**src/rtl/hazard_ctrl.sv**
```systemverilog
// Hazard and sequencing controller: load-use stalls, branch/jump redirects and
// data-memory wait states, with a saturating stall counter and sticky timeout flag.
module hazard_ctrl #(
  parameter int XLEN        = 64,
  parameter int MEM_TIMEOUT = 255,
  parameter int CNT_W       = 32
) (
  input  logic             clk,
  input  logic             resetn,
  input  logic             id_valid,
  input  logic [4:0]       id_rs1,
  input  logic [4:0]       id_rs2,
  input  logic             id_uses_rs1,
  input  logic             id_uses_rs2,
  input  logic             ex_valid,
  input  logic [4:0]       ex_rd,
  input  logic             ex_mem_read,
  input  logic             ex_redirect,
  input  logic [XLEN-1:0]  ex_target,
  input  logic             mem_req,
  input  logic             mem_ack,
  output logic             stall_if,
  output logic             stall_id,
  output logic             stall_ex,
  output logic             flush_id,
  output logic             bubble_ex,
  output logic             redirect_valid,
  output logic [XLEN-1:0]  redirect_pc,
  output logic             mem_timeout,
  output logic [CNT_W-1:0] stall_cycles,
  output logic [1:0]       state
);

  typedef enum logic [1:0] {
    RUN      = 2'd0,
    REDIRECT = 2'd1,
    MEM_WAIT = 2'd2
  } state_t;

  localparam logic [15:0] TIMEOUT = 16'(MEM_TIMEOUT);

  state_t      cur, nxt;
  logic        freeze, take_redir, load_use, capture;
  logic [15:0] wait_cnt, wait_nxt;

  assign freeze     = mem_req & ~mem_ack;
  assign take_redir = ex_valid & ex_redirect;
  assign load_use   = ex_valid & ex_mem_read & (ex_rd != 5'd0) & id_valid &
                      ((id_uses_rs1 & (id_rs1 == ex_rd)) |
                       (id_uses_rs2 & (id_rs2 == ex_rd)));
  assign state      = cur;

  always_comb begin
    stall_if  = 1'b0;
    stall_id  = 1'b0;
    stall_ex  = 1'b0;
    flush_id  = 1'b0;
    bubble_ex = 1'b0;
    capture   = 1'b0;
    nxt       = cur;
    wait_nxt  = wait_cnt;
    if (freeze) begin
      stall_if = 1'b1;
      stall_id = 1'b1;
      stall_ex = 1'b1;
      nxt      = (cur == REDIRECT) ? REDIRECT : MEM_WAIT;
      wait_nxt = (wait_cnt >= TIMEOUT) ? TIMEOUT : wait_cnt + 16'd1;
    end else begin
      wait_nxt = 16'd0;
      // A leaving MEM_WAIT cycle follows the RUN rules, so only REDIRECT differs.
      if (take_redir) begin
        flush_id  = 1'b1;
        bubble_ex = 1'b1;
        capture   = 1'b1;
        nxt       = REDIRECT;
      end else begin
        nxt = RUN;
        if (cur == REDIRECT) begin
          flush_id = 1'b1;
        end else if (load_use) begin
          stall_if  = 1'b1;
          stall_id  = 1'b1;
          bubble_ex = 1'b1;
        end
      end
    end
    // Keep decode and execute empty while the core is held in reset.
    if (!resetn) begin
      stall_if  = 1'b0;
      stall_id  = 1'b0;
      stall_ex  = 1'b0;
      flush_id  = 1'b1;
      bubble_ex = 1'b1;
    end
  end

  always_ff @(posedge clk or negedge resetn) begin
    if (!resetn) begin
      cur            <= RUN;
      wait_cnt       <= 16'd0;
      redirect_valid <= 1'b0;
      redirect_pc    <= '0;
      mem_timeout    <= 1'b0;
      stall_cycles   <= '0;
    end else begin
      cur            <= nxt;
      wait_cnt       <= wait_nxt;
      redirect_valid <= (nxt == REDIRECT);
      if (capture)
        redirect_pc <= ex_target;
      if (wait_nxt == TIMEOUT)
        mem_timeout <= 1'b1;
      if (stall_id && (stall_cycles != {CNT_W{1'b1}}))
        stall_cycles <= stall_cycles + CNT_W'(1);
    end
  end

endmodule

```
**config.mk**
```make
export PLATFORM = sky130hd
export DESIGN_NAME = hazard_ctrl
export DESIGN_NICKNAME = d
export VERILOG_FILES = /design/src/rtl/hazard_ctrl.sv
export SDC_FILE = /design/constraint.sdc
export NUM_CORES = 1
export LEC_CHECK = 0
export CORE_ASPECT_RATIO = 0.5
export CORE_MARGIN = 5
export CORE_UTILIZATION = 40
export DETAILED_ROUTE_END_ITERATION = 10
export PLACE_DENSITY = 0.77
export SLEW_MARGIN = 20
export SYNTH_ARGS = -nofsm -noshare
export SYNTH_HDL_FRONTEND = slang
export SYNTH_SLANG_ARGS = --single-unit
```
**constraint.sdc**
```tcl
create_clock -name clk -period 1.76 [get_ports clk]
set_input_delay 0.352 -clock clk [delete_from_list [all_inputs] [get_ports clk]]
set_output_delay 0.352 -clock clk [all_outputs]
set_load 0.02 [all_outputs]
```
==> impl_metrics.json <==
{
  "p_leak_uw": 0.00472,
  "clk_pin_slew_ns": 0.05,
  "ant_nets": 0,
  "syn_avg_cell_area_um2": 9.88,
  "synthCells": 514,
  "setup_violations": 31,
  "status": "finished, violations left",
  "drive_above_1_share": 0.216,
  "criticalPathCategory": "register to output port",
  "final_common_cell": "nand2_1",
  "area_growth_pct": 71.1,
  "finalHoldViolCount": 0,
  "yosys.area.top_type": "dfrtp_1",
  "final_core_util": 0.692,
  "powerDensity_mw_per_mm2": 979,
  "fin_crit_sh": 1.07,
  "place.gp.congestion": 0.829,
  "synth_top_area_share": 0.567,
  "ys.flop_type": "dfrtp_1",
  "drv_slew": 0,
  "die_h_um": 89.7,
  "grt_setup_unrepaired": "true",
  "clock_skew_ns": 0.0112,
  "arrival_ns": 1.54,
  "place_area_mm2": 0.00747,
  "synth_area_leaders": "dfrtp_1 (57%), nand2_1 (15%), xnor2_1 (7.1%)",
  "tightest_slew_ns": 0.769,
  "die_x_um": 169,
  "route.detailed.drc": 0,
  "cp-end-kind": "output port",
  "failed_checks": "negative setup slack",
  "rows": 29,
  "max_freq_mhz": 529,
  "period_minus_slack_ns": 1.89,
  "rr_endpoint": "stall_cycles[1]$_DFFE_PN0P_",
  "ys_seq_area_frac": 0.567,
  "ioPinCount": 194,
  "maxSlewHeadroom": 0.487,
  "grt.total_usage": 0.191,
  "peakVddDrop_mv": 0.559,
  "cts_sinks": 115,
  "yosys_warnings": 0,
  "dr_total_vias": 4566,
  "cp_max_fo": 5,
  "die_area_mm2": 0.0152,
  "comb_power_share": 0.225,
  "r2r-start": "stall_cycles[1]$_DFFE_PN0P_",
  "numCtsBuffers": 17,
  "cts_tree": "built",
  "p_clk_frac": 0.404,
  "start_util": 0.405,
  "antenna_cells": 0,
  "clkLatencyLatePin_ns": 0.41,
  "reg2regPathDepth": 7,
  "grt_overflow_total": 0,
  "dr.pass1.iters": 4,
  "io_buffers": 193,
  "holdWs_ns": 0.159,
  "r2r_slack_ns": -0.10,
  "critPathLaunchType": "register",
  "design_area_mm2": 0.00869,
  "seqPwrFrac": 0.371,
  "p_int_uw": 6170,
  "cts_root_buf": "clkbuf_16",
  "switchingPower_uw": 2340,
  "required_ns": 1.41,
  "drv_cap": 0,
  "fin_ws_ns": -0.132,
  "drt_wl_total_mm": 15.8,
  "p_sw_frac": 0.275,
  "layout_common_cells": "nand2_1 (206), dfrtp_1 (112), clkdlybuf4s50_1 (90), dlygate4sd2_1 (52), buf_4 (46)",
  "drtIter0Drc": 284,
  "grt_pass1_wl_mm": 22.8,
  "wl_per_cell_um": 16.6,
  "antenna_found_initial": 0,
  "syn-cell-area_mm2": 0.00508,
  "htreeDepth": 4,
  "synth_cell_types": 43,
  "via_per_inst": 4.81,
  "core_mm2": 0.0126,
  "nNetsFinal": 858,
  "grt_max_degree": 66,
  "dp_hpwl_mm": 10.3,
  "finalSetupTns_ns": -1.54,
  "fillerInstances": 942,
  "async_reset_ff_frac": 1.00,
  "ys_ff_latch": 115,
  "synth_edf_count": 0,
  "cts_buffer_depth": 2,
  "min_path_type": "primary input to asynchronous set/reset pin",
  "grt_pass1_vias": 4624
}
-- through the flow --
step | setup WS, ns | instances | total power (uW)
global placement | -0.788 | 900 | 5040
CTS | -0.154 | 936 | 8500
detailed placement | -0.828 | 900 | 5080
finish | -0.132 | 949 | 8500
floorplan | -0.0127 | 521 | 3950
global route | -0.189 | 949 | 8870
-- sequential cells by signal (all words and copies together) (netlist names) --
name          flops
stall_cycles     32
redirect_pc      64
state             2
wait_cnt         16
mem_timeout       1
-- power by group through the flow --
stage | Sequential [uW] | Combinational (uW) | Clock (uW)
after floorplan | 3550 | 404 | 0
after global placement | 3170 | 1870 | 0
after detailed placement | 3190 | 1890 | 0
after CTS | 3150 | 1870 | 3490
after global routing | 3200 | 2050 | 3620
final | 3160 | 1920 | 3430
-- worst max-delay path by stage --
stage                                        endpoint  cells past startpoint                         from
final                                        stall_id                      5           state[0]$_DFF_PN0_
after global routing                         stall_if                      5           state[1]$_DFF_PN0_
after CTS                                    stall_id                      5           state[0]$_DFF_PN0_
after detailed placement                     stall_id                      6                     ex_rd[3]
after global placement                       stall_id                      6                     ex_rd[2]
after floorplan           stall_cycles[1]$_DFFE_PN0P_                      7  stall_cycles[0]$_DFFE_PN0P_
-- area by class of cell --
cell class,instances,area [um2],share of cell area
flip-flops and latches,115,2880,0.332
clock inverters,12,138,0.0158
inverters,2,7.51,0.000864
well taps,170,213,0.0245
clock buffers,19,453,0.0521
multi-input cells,380,2420,0.279
repair buffers,251,2570,0.296
-- critical path, cell delays in order (launching register included) --
cell and delay (ns):
dfrtp_1 0.41, nand2b_4 0.08, nand4_1 0.12, a21oi_2 0.17
a31o_4 0.23, buf_6 0.13
-- repair_timing --
action                                 CTS  global route
hold buffers                             1             0
cloned                                   1             3
setup endpoints to repair               67            77
pin swaps                               15            16
resized for setup                       94            98
endpoints found under the hold margin    2             0
buffers inserted                         3            12
-- layer usage --
layer / part of all wire / track usage / vias up
li1: - / - / 2180
met1: 0.39 / 0.217 / 2248
met2: 0.56 / 0.355 / 112
met3: 0.035 / 0.0463 / 26
met4: 0.018 / 0.0745 / 0
met5: 0 / 0 / -
-- cells in the mapped netlist (2+ instances only) --
cell type    n
buf_4        5
nand3_2     13
nand2_2      2
nand3_1     12
ha_1         2
nor3_1       3
and2_1       4
o21ai_0      2
xor2_1       5
nor3b_2      3
dfrtp_1    115
clkbuf_1    15
nor4_1       4
nand4_2      2
inv_1        2
a21oi_1      9
nand2_1    208
and3_4       2
xnor2_1     41
and3_1      13
nand4_1     13
nand4b_1     2
and4_1       5
nand2b_1     3
nor2_1       9
buf_6        3
-- cell families after synthesis --
kind of cell    after synthesis  synth area share
mux                           1           0.00222
simple gates                306             0.294
compound gates               17            0.0244
xor+xnor                     46            0.0793
fa+ha+maj                     2           0.00493
other cells                   1          0.000738
buf+inv                      26            0.0273
flops                       115             0.567
Note: power is estimated with default switching activity, not from simulation.
